==> config.mk <==
export PLATFORM = sky130hd
export DESIGN_NAME = issue_unit
export DESIGN_NICKNAME = d
export VERILOG_FILES = /design/src/rtl/issue_unit.sv
export SDC_FILE = /design/constraint.sdc
export NUM_CORES = 1
export LEC_CHECK = 0
export CAP_MARGIN = 20
export CORE_MARGIN = 2
export CORE_UTILIZATION = 45
export CTS_CLUSTER_SIZE = 24
export DETAILED_ROUTE_END_ITERATION = 7
export PLACE_DENSITY = 0.71
export SETUP_SLACK_MARGIN = 0.2
export SLEW_MARGIN = 25
export SYNTH_ARGS = -nofsm -noshare
export SYNTH_HDL_FRONTEND = slang
export SYNTH_SLANG_ARGS = --single-unit
==> constraint.sdc <==
create_clock -name clk -period 11.6 [get_ports clk]
set_clock_uncertainty 0.05 [all_clocks]
set_input_delay 3.48 -clock clk [delete_from_list [all_inputs] [get_ports clk]]
set_output_delay 3.48 -clock clk [all_outputs]
set_load 0.01 [all_outputs]
==> src/rtl/issue_unit.sv <==
// issue_unit: per-cycle warp arbiter between the instruction buffer and the
// operand collector / RAU. Exit requests are arbitrated first; the remaining
// issue requests are arbitrated round-robin. Grants are combinational from the
// current requests and the registered round-robin pointers.
//
// Ports:
//   clk, rst            single clock, synchronous active-high reset
//   Req_IB_IU           per-warp issue request
//   Grt_IU_IB           per-warp issue grant (one-hot or zero)
//   Exit_Req_IB_IU      per-warp exit request
//   Exit_Grt_IU_IB      per-warp exit grant (one-hot or zero)
//   OC_Full_OC_IU       operand collector cannot accept an instruction
//   Exit_Busy_RAU_IU    RAU/TM cannot accept an exit
//   Issue_Cnt_IU        saturating count of cycles with an issue grant
//   Stall_Cnt_IU        saturating count of cycles with candidates but no grant
//
// Optional feature: define ISSUE_GREEDY_EN to re-grant the last issued warp
// ahead of the round-robin search while it keeps requesting.
module issue_unit #(
    parameter int NUM_WARPS    = 8,
    parameter int LOGNUM_WARPS = $clog2(NUM_WARPS)
) (
    input  logic                 clk,
    input  logic                 rst,
    input  logic [NUM_WARPS-1:0] Req_IB_IU,
    output logic [NUM_WARPS-1:0] Grt_IU_IB,
    input  logic [NUM_WARPS-1:0] Exit_Req_IB_IU,
    output logic [NUM_WARPS-1:0] Exit_Grt_IU_IB,
    input  logic                 OC_Full_OC_IU,
    input  logic                 Exit_Busy_RAU_IU,
    output logic [31:0]          Issue_Cnt_IU,
    output logic [15:0]          Stall_Cnt_IU
);

    localparam int unsigned NW = NUM_WARPS;

    logic [LOGNUM_WARPS-1:0] ptr_q, ptr_d;
    logic [LOGNUM_WARPS-1:0] exit_ptr_q, exit_ptr_d;
    logic [31:0]             issue_cnt_q, issue_cnt_d;
    logic [15:0]             stall_cnt_q, stall_cnt_d;

    logic [NUM_WARPS-1:0]    exit_grt;
    logic [NUM_WARPS-1:0]    issue_grt;
    logic [NUM_WARPS-1:0]    cand;
    logic                    exit_found;
    logic                    issue_found;
    logic [LOGNUM_WARPS-1:0] exit_win;
    logic [LOGNUM_WARPS-1:0] issue_win;

`ifdef ISSUE_GREEDY_EN
    logic [LOGNUM_WARPS-1:0] last_warp_q, last_warp_d;
    logic                    last_valid_q, last_valid_d;
`endif

    // First set bit of vec at or above start, wrapping modulo NUM_WARPS.
    // Returns {found, index}.
    function automatic logic [LOGNUM_WARPS:0] rr_search(
        input logic [NUM_WARPS-1:0]    vec,
        input logic [LOGNUM_WARPS-1:0] start
    );
        logic                    found;
        logic [LOGNUM_WARPS-1:0] win;
        logic [LOGNUM_WARPS-1:0] idx;
        int unsigned             pos;
        found = 1'b0;
        win   = '0;
        for (int i = 0; i < NUM_WARPS; i++) begin
            pos = 32'(start) + 32'(i);
            if (pos >= NW) begin
                pos = pos - NW;
            end
            idx = LOGNUM_WARPS'(pos);
            if (!found && vec[idx]) begin
                found = 1'b1;
                win   = idx;
            end
        end
        return {found, win};
    endfunction

    // Pointer to the warp after w, wrapping from NUM_WARPS-1 to 0.
    function automatic logic [LOGNUM_WARPS-1:0] next_ptr(
        input logic [LOGNUM_WARPS-1:0] w
    );
        if (32'(w) == NW - 32'd1) begin
            return '0;
        end
        return w + LOGNUM_WARPS'(1);
    endfunction

    // Exit arbitration, issue arbitration, pointer and counter next-state.
    always_comb begin
        exit_grt    = '0;
        issue_grt   = '0;
        ptr_d       = ptr_q;
        exit_ptr_d  = exit_ptr_q;
        issue_cnt_d = issue_cnt_q;
        stall_cnt_d = stall_cnt_q;
`ifdef ISSUE_GREEDY_EN
        last_warp_d  = last_warp_q;
        last_valid_d = last_valid_q;
`endif

        {exit_found, exit_win} = rr_search(Exit_Req_IB_IU, exit_ptr_q);
        if (!rst && !Exit_Busy_RAU_IU && exit_found) begin
            exit_grt   = NUM_WARPS'(1) << exit_win;
            exit_ptr_d = next_ptr(exit_win);
        end

        // A warp granted an exit this cycle is not eligible for issue.
        cand = Req_IB_IU & ~exit_grt;
        {issue_found, issue_win} = rr_search(cand, ptr_q);
`ifdef ISSUE_GREEDY_EN
        if (last_valid_q && cand[last_warp_q]) begin
            issue_found = 1'b1;
            issue_win   = last_warp_q;
        end
`endif

        if (!rst && !OC_Full_OC_IU && issue_found) begin
            issue_grt = NUM_WARPS'(1) << issue_win;
            ptr_d     = next_ptr(issue_win);
            if (issue_cnt_q != 32'hFFFF_FFFF) begin
                issue_cnt_d = issue_cnt_q + 32'd1;
            end
`ifdef ISSUE_GREEDY_EN
            last_warp_d  = issue_win;
            last_valid_d = 1'b1;
`endif
        end else if (!rst && (cand != '0) && (stall_cnt_q != 16'hFFFF)) begin
            stall_cnt_d = stall_cnt_q + 16'd1;
        end
    end

    // State registers.
    always_ff @(posedge clk) begin
        if (rst) begin
            ptr_q       <= '0;
            exit_ptr_q  <= '0;
            issue_cnt_q <= '0;
            stall_cnt_q <= '0;
`ifdef ISSUE_GREEDY_EN
            last_warp_q  <= '0;
            last_valid_q <= 1'b0;
`endif
        end else begin
            ptr_q       <= ptr_d;
            exit_ptr_q  <= exit_ptr_d;
            issue_cnt_q <= issue_cnt_d;
            stall_cnt_q <= stall_cnt_d;
`ifdef ISSUE_GREEDY_EN
            last_warp_q  <= last_warp_d;
            last_valid_q <= last_valid_d;
`endif
        end
    end

    assign Grt_IU_IB      = issue_grt;
    assign Exit_Grt_IU_IB = exit_grt;
    assign Issue_Cnt_IU   = issue_cnt_q;
    assign Stall_Cnt_IU   = stall_cnt_q;

endmodule

==> results of run 1 <==
-- how the worst max path moves through the flow --
stage	from	end	slack, ns	cells past startpoint
3_5_place_dp	Exit_Req_IB_IU[4]	Grt_IU_IB[6]	-1.21	25
6_report	Exit_Req_IB_IU[6]	Grt_IU_IB[7]	-0.31	26
3_3_place_gp	Exit_Req_IB_IU[7]	Grt_IU_IB[3]	-1.00	25
4_1_cts	Exit_Req_IB_IU[3]	Grt_IU_IB[6]	-0.19	24
2_1_floorplan	Exit_Req_IB_IU[2]	Grt_IU_IB[7]	0.07	23
5_1_grt	Exit_Req_IB_IU[4]	Grt_IU_IB[7]	-0.49	25
-- cell families (layout without fill, tap and decap cells) --
group,count (synthesis),count (layout),share of synthesized area
adder cells (fa/ha/maj),17,17,0.0380
multiplexers,61,61,0.149
AND/OR/NAND/NOR,276,276,0.262
buffers and inverters,73,258,0.0599
XOR/XNOR,22,22,0.0344
AO/OA/AOI/OAI,186,186,0.263
flip-flops,54,54,0.193
-- power breakdown --
part	switching [W]	internal [W]
Sequential	0.0000398	0.000196
Combinational	0.000952	0.000869
Clock	0.0000620	0.0000791
Total	0.00105	0.00114
-- repair_timing --
item                       in CTS  in global routing
hold endpoints to repair        0                  0
setup endpoints to repair       8                  8
pin swaps                      30                 20
buffers inserted               16                  4
gates cloned                    0                  2
gates resized for setup       131                 15
-- per-stage QoR --
stage,utilization,area (um^2)
after floorplan,-,5730
after global placement,0.616,7430
after detailed placement,0.616,7430
after CTS,0.652,7870
after global routing,0.664,8010
final,0.664,8010
-- routing by layer --
layer / global-route usage / vias up / wire [um] / part of all wire
met5: 0 / - / 0 / 0
met4: 0.0972 / 0 / 581 / 0.032
met3: 0.0434 / 50 / 1170 / 0.063
met2: 0.450 / 265 / 8740 / 0.47
met1: 0.355 / 3041 / 7950 / 0.43
li1: - / 2957 / - / -
-- sequential cells by signal (all words and copies together) (netlist names) --
name,flops
ptr_q,3
exit_ptr_q,3
Stall_Cnt_IU,16
Issue_Cnt_IU,32
-- synthesized netlist by cell type (6+ instances only) --
cell,count,area share
a211oi_1,11,0.015
a21o_1,6,0.0080
a21oi_1,41,0.037
a31oi_1,8,0.0089
and2_1,16,0.018
and3_1,18,0.020
buf_2,12,0.011
clkbuf_1,21,0.014
dfxtp_1,54,0.19
ha_1,17,0.038
inv_1,25,0.017
mux2_2,20,0.040
mux2i_1,26,0.046
mux4_2,12,0.048
nand2_1,54,0.036
nand3_1,33,0.030
nand4_1,13,0.015
nor2_1,64,0.043
nor2b_1,19,0.021
nor3_1,13,0.012
o211ai_1,13,0.017
o21ai_0,20,0.018
or3_1,10,0.011
xnor2_1,18,0.028
-- final cells by class --
class	count	area (um^2)	area share
timing repair buffer	222	1940	0.242
sequential	54	1080	0.135
multi-input combinational	562	4540	0.566
inverter	29	109	0.0136
clock buffer	7	133	0.0165
tap	168	210	0.0262
==> impl_results.md, run 1 <==
- Part of the cycle the worst path needs: 1.03
- Clk buf depth: 2
- Top FF cell, synth: dfxtp_1
- Layout cells sized above 1: 0.331
- Post-synthesis async set-or-reset flop share: 0
- Bufs and invs on worst path: 4
- Hold Path End: Issue_Cnt_IU[6]
- Setup TNS: -2.15 ns
- CP startpoint kind: primary input
- Commonest non-fill, non-tap cell in the layout: buf_4
- I/O pin cnt: 84
- Hold WC Path Type: reg2reg
- Crit. End Element: output port
- Layout Nets: 911
- Tot GR Track Use: 0.271
- CP top delay family: compound AO/OA/AOI/OAI gates
- Die height: 116 um
- Cell row count: 40
- Syn_area_per_cell: 8.12 um^2
- DR WL/cell: approximately 18 um
- FF-to-FF path depth: 24
- Post-Place Cells: between 1000 and 1500
- Area Overhead vs Synth: 43.2%
- Clock period minus final worst setup slack: 11.91 ns
- Fillers: between 900 and 1000
- VDD IR-drop max: 0.000127 V
- Antenna cell count: 0
- Worst Setup Slack, final: -0.305 ns
- CP required: 8.07 ns
- Routed wire length: between 15000 and 20000 um
- Vias in the first global route: slightly above 6000
- Syn_nets: 726
- Root Driver: clkbuf_16
- Final setup fails: 8
- Starting Density: 0.464
- DR vias: 6313
- Most frequent cells in the layout: buf_4 (135), clkdlybuf4s50_1 (66), nor2_1 (58)
- Die Wd: 116 um
- Failing checks: negative setup slack
- Library cells used by synthesis: around 90
- DRC: 0
- EDFF count, synth: 0
- Final ANT Viol Nets: 0
- Inserted Clock Buffers: 5
- Status: complete, but fails checks
- Hold slack: 0.438 ns
- Sequential area share after synthesis: 0.193
- CP peak stage delay: 0.50 ns
- Worst slew pin tran: 0.871 ns
- FF-to-FF setup slack: 4.32 ns
- Largest net degree at the start of global routing: 65
- RSZ-0062 raised after global routing: yes
- Later-pin clock latency in the skew report: 0.29 ns
- Worst path slowest cell: mux4_2
- Htree depth: 2
- Initial antenna violation count: 0
- Post-Syn Area: roughly 0.0056 mm^2
- Max-Cap Viols: 0
- Routability congestion estimate: roughly 1.0
- Synth Register Bits: 54
- DRT iter0 DRCs: 313
- Hold_buf cts: 0
- Final Hold Fails: 0
- Core Footprint: between 0.01 and 0.015 mm^2
- Clock-pin slew on the worst setup and hold paths: 0.06 ns
- Worst rel slew slack: 0.419
- CP max FO: 7
- Worst Hold Launch: Issue_Cnt_IU[6]
- Worst reg2reg startpoint: exit_ptr_q[1]
- Reg-to-reg critical path endpoint: Issue_Cnt_IU[18]
- Non-filler instance count after layout: around 1000
- Drt pass-1 iters: 5
- Die area: 0.0133 mm^2
- Total congestion overflow: 0
- Drt via density: 6.06
- Detailed Place HPWL: 13100 um
- Critical path class: in2out
- Hold Path Stages: 1
- # clock sinks: 54
- Syn. warnings: 0
- Fmax: 84.0 MHz
- Dpl ws: -1.21 ns
- Post-Synthesis Cells: 689
- Final Total Pwr: 0.00220 W
- IO Port Bufs: 83
- First-pass GRT wire length: 29700 um
- Fin. max-slew vios: 0
- Worst endpoint data arrival time: 8.38 ns
- CTS tree: done
- P per Cell Area: roughly 270 mW/mm^2
- Lkg Pwr: slightly above 3 nW
Note: power is estimated with default switching activity, not from simulation.
==> run 2, diff against run 1 <==
CTS_CLUSTER_SIZE = 8   (was 24)
==> results of run 2 <==
Same layout as run 1: the final DEF is identical, and so are final timing and power.
